### src/rtl/burst_ram_pkg.sv
// Shared definitions for the burst RAM: the two-bit command encodings
// carried in the top bits of each input word.
package burst_ram_pkg;

    typedef enum logic [1:0] {
        CMD_WR_ADDR = 2'b00,
        CMD_WR_DATA = 2'b01,
        CMD_RD_ADDR = 2'b10,
        CMD_RD_DATA = 2'b11
    } cmd_e;

endpackage

### src/rtl/burst_ram_mem.sv
// Single-port storage array with synchronous write and registered read.
// The array and its read register are deliberately left without reset.
module burst_ram_mem #(
    parameter int DATA_W = 8,
    parameter int ADDR_W = 8
) (
    input  logic              clk,
    input  logic              wr_en,
    input  logic              rd_en,
    input  logic [ADDR_W-1:0] addr,
    input  logic [DATA_W-1:0] wdata,
    output logic [DATA_W-1:0] rdata
);

    logic [DATA_W-1:0] mem [2**ADDR_W];

    always_ff @(posedge clk) begin
        if (wr_en) begin
            mem[addr] <= wdata;
        end
        if (rd_en) begin
            rdata <= mem[addr];
        end
    end

endmodule

### src/rtl/burst_ram.sv
// Command-driven RAM with auto-incrementing write/read address registers
// and a one-deep valid/ready output stage with sticky overflow flag.
module burst_ram
    import burst_ram_pkg::*;
#(
    parameter int DATA_W   = 8,
    parameter int ADDR_W   = 8,
    parameter int AUTO_INC = 1
) (
    input  logic              clk,
    input  logic              rst_n,
    input  logic [DATA_W+1:0] din,
    input  logic              rx_valid,
    output logic [DATA_W-1:0] dout,
    output logic              tx_valid,
    input  logic              tx_ready,
    output logic              ovf
);

    cmd_e              cmd;
    logic [DATA_W-1:0] payload;
    logic [ADDR_W-1:0] load_addr;
    logic [ADDR_W-1:0] wr_addr;
    logic [ADDR_W-1:0] rd_addr;
    logic [ADDR_W-1:0] mem_addr;
    logic [DATA_W-1:0] rd_data;
    logic              wr_en;
    logic              rd_cmd;
    logic              rd_accept;
    logic              rd_drop;
    logic              dout_live;

    assign cmd     = cmd_e'(din[DATA_W+1:DATA_W]);
    assign payload = din[DATA_W-1:0];

    // Address loads take the low payload bits; a wider address zero-fills.
    if (ADDR_W <= DATA_W) begin : g_addr_narrow
        assign load_addr = payload[ADDR_W-1:0];
    end else begin : g_addr_wide
        assign load_addr = {{(ADDR_W-DATA_W){1'b0}}, payload};
    end

    assign wr_en     = rx_valid && (cmd == CMD_WR_DATA);
    assign rd_cmd    = rx_valid && (cmd == CMD_RD_DATA);
    assign rd_accept = rd_cmd && (!tx_valid || tx_ready);
    assign rd_drop   = rd_cmd && tx_valid && !tx_ready;
    assign mem_addr  = wr_en ? wr_addr : rd_addr;

    burst_ram_mem #(
        .DATA_W(DATA_W),
        .ADDR_W(ADDR_W)
    ) u_mem (
        .clk  (clk),
        .wr_en(wr_en),
        .rd_en(rd_accept),
        .addr (mem_addr),
        .wdata(payload),
        .rdata(rd_data)
    );

    // The array's read register has no reset, so dout is masked until the first read.
    assign dout = dout_live ? rd_data : '0;

    always_ff @(posedge clk or negedge rst_n) begin
        if (!rst_n) begin
            wr_addr   <= '0;
            rd_addr   <= '0;
            tx_valid  <= 1'b0;
            ovf       <= 1'b0;
            dout_live <= 1'b0;
        end else begin
            if (rx_valid) begin
                case (cmd)
                    CMD_WR_ADDR: wr_addr <= load_addr;
                    CMD_WR_DATA: if (AUTO_INC != 0) wr_addr <= wr_addr + ADDR_W'(1);
                    CMD_RD_ADDR: rd_addr <= load_addr;
                    CMD_RD_DATA: if (rd_accept && AUTO_INC != 0) rd_addr <= rd_addr + ADDR_W'(1);
                    default: ;
                endcase
            end
            if (rd_accept) begin
                tx_valid  <= 1'b1;
                dout_live <= 1'b1;
            end else if (tx_ready) begin
                tx_valid <= 1'b0;
            end
            if (rd_drop) begin
                ovf <= 1'b1;
            end
        end
    end

endmodule

### config.mk
export PLATFORM = sky130hd
export DESIGN_NAME = burst_ram
export DESIGN_NICKNAME = d
export VERILOG_FILES = /design/src/rtl/burst_ram_pkg.sv /design/src/rtl/burst_ram_mem.sv /design/src/rtl/burst_ram.sv
export SDC_FILE = /design/constraint.sdc
export NUM_CORES = 2
export LEC_CHECK = 0
export ABC_AREA = 0
export BUFFER_PORTS_ARGS = -buffer_cell sky130_fd_sc_hd__buf_2
export CAP_MARGIN = 30
export CORE_UTILIZATION = 55
export DETAILED_ROUTE_END_ITERATION = 8
export PLACE_DENSITY = 0.7
export SLEW_MARGIN = 15
export SYNTH_ARGS = -nofsm -noshare
export SYNTH_HDL_FRONTEND = slang
export SYNTH_HIERARCHICAL = 1
export SYNTH_SLANG_ARGS = --single-unit
### constraint.sdc
create_clock -name clk -period 4.3 [get_ports clk]
set_clock_uncertainty 0.2 [all_clocks]
set_input_delay 0.215 -clock clk [delete_from_list [all_inputs] [get_ports clk]]
set_output_delay 0.215 -clock clk [all_outputs]
set_load 0.01 [all_outputs]
# Yosys cells after proc, flatten, opt, wreduce, memory -nomap -nowiden
# Memories as Yosys holds them, arrays and structs flattened. A register that Yosys moved wholly into a read port is not among the register bits.
# Index checks and enable logic that the tools add are counted.
dict set report totals {
  ff_bits 19
  ramBits 2048
  input_bits 14
  out_inout_bits 10
  word_cells 35
  mem_count 1
}
# name depth width rd rd_ports_with_merged_regs wr line_no
set memory_table {}
lappend memory_table {u_mem.mem 256 8 1 1 1 burst_ram_mem.sv:15} ;# logic [DATA_W-1:0] mem [2**ADDR_W];
dict set report op_classes {
  add_sub_neg 2
  n_eq_ne 4
  n_mux 9
  reduce_logical 14
}
# op count
set op_table {}
lappend op_table {{one-hot mux 8 bit (2 select lines)} 2}
lappend op_table {{2-to-1 mux 8 bit} 3}
lappend op_table {{adder 8 x 1 -> 8 bit (second input constant)} 2}
lappend op_table {{nonzero test 2 bit} 3}
lappend op_table {{logical AND 1 bit} 5}
lappend op_table {{equality test 2 bit (second input constant)} 2}
lappend op_table {{2-to-1 mux 1 bit} 4}
lappend op_table {{AND reduction 3 bit} 1}
lappend op_table {{equality test 2 x 1 -> 1 bit (second input constant)} 1}
lappend op_table {{logical NOT 1 bit} 2}
lappend op_table {{logical NOT 2 bit} 1}
lappend op_table {{inequality test 2 bit (second input constant)} 1}
lappend op_table {{AND reduction 2 bit} 1}
lappend op_table {{logical OR 1 bit} 1}

# Depth between registers and ports, before layout
dict set report logic_depth {
  ltp_word 5
  depth_mapped 15
  ltp_nobuf 9
}

# Cells and area by module
# Netlist, hierarchy kept.
# module n_inst cells_each area_each_um2 seq_area_each_um2
set by_module_without_submodules {}
lappend by_module_without_submodules {burst_ram_mem 1 3547 78572.9 61739.2}
lappend by_module_without_submodules {burst_ram 1 145 1257.5 475.5}

# Worst setup path after synthesis
# Ideal clock, no wire load.
dict set report synth_path {
  path_type {input to register}
  startpoint {input port din[9]}
  endpoint {memory u_mem.mem[112][0] (enable)}
  setup_time_ns 0.370
  arrival_time_ns 2.718
  required_ns 3.730
  slack_ns 1.011
  path_stages 11
  n_path_buf 5
  path_cell_list {and2b_1 > nand2_2 > buf_6 > mux2_2 > clkbuf_1 > nor2_1 > clkbuf_1 > clkbuf_1 > nand3_1 > clkbuf_1 > nor2_1}
}
dict set report synth_between {
  word_cells_on_any_way 5
  cone_classes {eq/ne: 1; mux: 3; reduce/logical: 1}
}
# element line_no
set synth_lines {}
lappend synth_lines {{start, declared} burst_ram.sv:12} ;# input logic [DATA_W+1:0] din,
lappend synth_lines {{equality test 2 x 1 -> 1 bit} burst_ram.sv:43} ;# assign wr_en = rx_valid && (cmd == CMD_WR_DATA);
lappend synth_lines {{logical AND 1 bit} burst_ram.sv:43}
lappend synth_lines {{2-to-1 mux 8 bit} burst_ram.sv:47} ;# assign mem_addr = wr_en ? wr_addr : rd_addr;
lappend synth_lines {{named net mem_addr[3]} burst_ram.sv:25} ;# logic [ADDR_W-1:0] mem_addr;
lappend synth_lines {{end, declared} burst_ram_mem.sv:15}
# The timed path passes the listed nets, and every way through them passes these cells.

# Worst setup path in the final report
dict set report layout_path {
  startpoint {register wr_addr[0]}
  endpoint {register u_mem.rdata[3] (read register of u_mem.mem), data pin}
}
dict set report layout_between {
  elab_chain_cells 1
}
# element line_no
set layout_lines {}
lappend layout_lines {{start, declared} burst_ram.sv:23} ;# logic [ADDR_W-1:0] wr_addr;
lappend layout_lines {{start signal, assigned} burst_ram.sv:74} ;# CMD_WR_ADDR: wr_addr <= load_addr;
lappend layout_lines {{start signal, assigned} burst_ram.sv:75} ;# CMD_WR_DATA: if (AUTO_INC != 0) wr_addr <= wr_addr + ADDR_W'(1);
lappend layout_lines {{2-to-1 mux 8 bit} burst_ram.sv:47}
lappend layout_lines {{named net mem_addr[0]} burst_ram.sv:25}
lappend layout_lines {{end, declared} burst_ram_mem.sv:12} ;# output logic [DATA_W-1:0] rdata
# The timed path passes the listed nets, and every way through them passes these cells.
# A chain may end at the register's enable or synchronous reset.

==> results.yml <==
placement:
  io_buffers: 23
  gp_congestion: 0.8403
  dpl_worst_slack_ns: -0.1497
  dp_hpwl_mm: 114.7
grt:
  grt_max_degree: 138
  grt_pass1_wl_mm: 277.5
  grt_overflow_total: 0
  grt_pass1_vias: 40500
  track_usage_pct: 26.34
  antenna_found_initial: 7
layout:
  mostFrequentLayoutCell: "edfxtp_1"
  fin_util_pct: 63.97
  final_cell_mix: "edfxtp_1 (2056), mux4_2 (512), buf_4 (416)"
  nets: 4177
  drive_gt1_share_pct: 30.36
  nFillCells: 9299
  area_delta_synth_final_pct: 15.25
cts:
  cts-root-buf: "clkbuf_16"
  path_clk_slew_ns: 0.06
  insertion_delay_ns: 0.82
  htreeDepth: 4
  clockBufferDepth: 3
  cts-buffers-inserted: 201
  cts_tree: "done"
  clkSinkCount: 2075
  post_cts_buffers: 0
synth:
  syn-instance-count: 3692
  synth.avg_cell_area_sq_um: 21.62
  synth_top_area_share_pct: 77.34
  synth_cell_types: 42
  synth_edf_count: 2056
  synth_compound_area_share_pct: 3.929
  syn_area_sq_mm: 0.07983
  synthDominantAreaCellType: "edfxtp_1"
  yosys_warnings: 6
  yosys-top-cells-area: "edfxtp_1 (77%), mux4_2 (14%), a22oi_1 (2.4%), nor2_1 (1.1%), a21oi_1 (0.90%)"
  yosys.area_share.simple_pct: 2.064
  synth_top_family_by_area: "multiplexers"
  synth-xor-area-share_pct: 0
  ys_seq_elements: 2075
  synth-seq-area-share_pct: 77.93
  synthMuxAreaShare_pct: 14.55
  synth_fa_ha_area_share_pct: 0.03135
  synth_ff_type: "edfxtp_1"
  syn-num-nets: 3708
  synthArstFlopShare_pct: 0.9157
worst_setup_path:
  critPathSlowestCell: "o41ai_4"
  worst-path-max-fanout: 29
  critPathMaxStageDelay_ns: 0.61
  crit_path_end_kind: "flip-flop"
  crit_start: "wr_addr[0]$_DFFE_PN0P_"
  cpMostUsedCell: "buf_12"
  path_cells: "inv_1, o21ai_4, buf_12, buf_12, mux4_2, a22oi_1, a21oi_1, o41ai_4, nand4_1"
  setup.worst_path.class: "flip-flop to flip-flop"
  cp.required_ns: 4.65
  cp-start-kind: "flip-flop"
  timing.rr.start: "wr_addr[0]$_DFFE_PN0P_"
  crit_arrival_ns: 4.37
detailed_routing:
  drtAntennaViolNets: 0
  first_pass_iters: 7
  drt-vias-per-instance: 6.474
  drtIter0Drc: 4807
  postRouteWirelength_mm: 190.2
  vias: 40300
  drc: 8
  wl_per_cell_microns: 30.55
outcome:
  violations: "design-rule violations"
  run_status: "finished with violations"
pwr:
  leakage_nw: 29.03
  cellPowerDensity_mw_per_mm2: 498.3
  ir_drop_mv: 0.3576
sta:
  setup_tns_ns: 0
  finalCriticalPeriod_ns: 4.019
  worst-slew-pin-transition_ns: 1.043
  hold_viol: 0
  maxSlewHeadroom_pct: 30.46
  rsz0062_at_grt: "no"
  maxSlewViolCount: 0
  min_period_over_period_pct: 93.45
  fin_ws_ns: 0.2815
  max_freq_mhz: 248.8
  setup_viol: 0
floorplanning:
  ioPinCount: 24
  core_area_sq_mm: 0.1438
  die_w_microns: 383.0
  die-area_sq_mm: 0.1467
  row_count: 139
  die_height_microns: 383.0
  initial_core_util_pct: 55.50
run:
  drv_cap: 0
hold_path:
  hold_path.class: "input port to async pin"
## sequential cells by signal (all words and copies together), names as in the netlist
name         flops
dout_live        1
ovf              1
rd_addr          8
tx_valid         1
u_mem/mem     2048
u_mem/rdata      8
wr_addr          8
## stage by stage
| stage | total power, mW | hold WS, ns | area [sq um] | instances |
|---|---|---|---|---|
| 3_3_place_gp | 29.06 | -0.01311 | 85350 | 5840 |
| 6_report | 45.84 | 0.1426 | 92010 | 6225 |
| 4_1_cts | 46.09 | 0.1455 | 91950 | 6223 |
| 5_1_grt | 47.14 | 0.1558 | 92000 | 6224 |
| 3_5_place_dp | 29.13 | -0.008480 | 85380 | 5841 |
| 2_1_floorplan | 26.64 | -0.2806 | 79830 | 3692 |
## area by class of cell
| cell class | count | area, sq um | share of cell area, % |
|---|---|---|---|
| Sequential cell | 2075 | 62210 | 67.62 |
| Multi-Input combinational cell | 1371 | 16550 | 17.99 |
| Clock buffer | 240 | 5250 | 5.706 |
| Timing Repair Buffer | 505 | 4444 | 4.830 |
| Tap cell | 1903 | 2381 | 2.588 |
| Clock inverter | 123 | 1132 | 1.231 |
| Inverter | 7 | 26.28 | 0.02856 |
| Antenna cell | 1 | 2.502 | 0.002720 |
## cell families (layout without fill, tap and decap cells)
kind of cell | Yosys count | in the layout
compound gates | 464 | 464
fa+ha+maj | 2 | 2
buf+inv | 246 | 875
flops | 2075 | 2075
mux | 520 | 520
other cells | 0 | 1
simple gates | 385 | 385
## cells in the mapped netlist, drive strengths merged (7+ instances only)
| cell | n |
|---|---|
| edfxtp | 2056 |
| mux4 | 512 |
| a22oi | 257 |
| nor2 | 236 |
| a21oi | 145 |
| clkbuf | 145 |
| buf | 94 |
| nand2 | 46 |
| o41ai | 32 |
| nor3 | 30 |
| nand3 | 24 |
| dfrtp | 19 |
| and2 | 13 |
| o21ai | 13 |
| nand4 | 11 |
| o22ai | 10 |
| nand2b | 8 |
| nor2b | 8 |
| inv | 7 |
## routing by layer
layer  share of wire (%)  vias up  GRT usage (%)  routed length [microns]
li1                    -    16540              -                        -
met1                  38    21280          37.63                    73210
met2                  49     2180          41.80                    93200
met3                 9.7      296          5.139                    18490
met4                 2.8        4          7.719                     5247
met5               0.014        -              0                       27
## path summary, 6_finish.rpt
path,end,slack [ns],cells past startpoint
setup reg to reg,u_mem/rdata[3]$_DFFE_PP_,0.28,9
max in group asynchronous,tx_valid$_DFFE_PN0P_,3.34,4
min in group clk,wr_addr[0]$_DFFE_PN0P_,0.20,5
hold reg to reg,wr_addr[0]$_DFFE_PN0P_,0.36,2
hold / removal,rd_addr[2]$_DFFE_PN0P_,0.14,3
setup / recovery,u_mem/rdata[3]$_DFFE_PP_,0.28,9
## worst max-delay path: cells and delay by family, from the launching register on
kind,cells,cell delay [ns]
multiplexers,1,0.55
buffers and inverters,3,0.71
AND/OR/NAND/NOR,1,0.16
AO/OA/AOI/OAI,4,1.64
flip-flops,1,0.40
## power by group
part	leakage, nW	internal [mW]	total, mW	switching, mW
Sequential	18.7	22.3	22.4	0.0537
Clock	3.14	9.72	17.1	7.38
Combinational	7.19	2.70	6.39	3.69
## repair_timing
item                       4_1_cts  5_1_grt
setup endpoints to repair        0        4
hold endpoints to repair       981        0
hold buffers                    19        0
resized for setup                0        4
No activity file was read; power rests on OpenSTA's default activity.
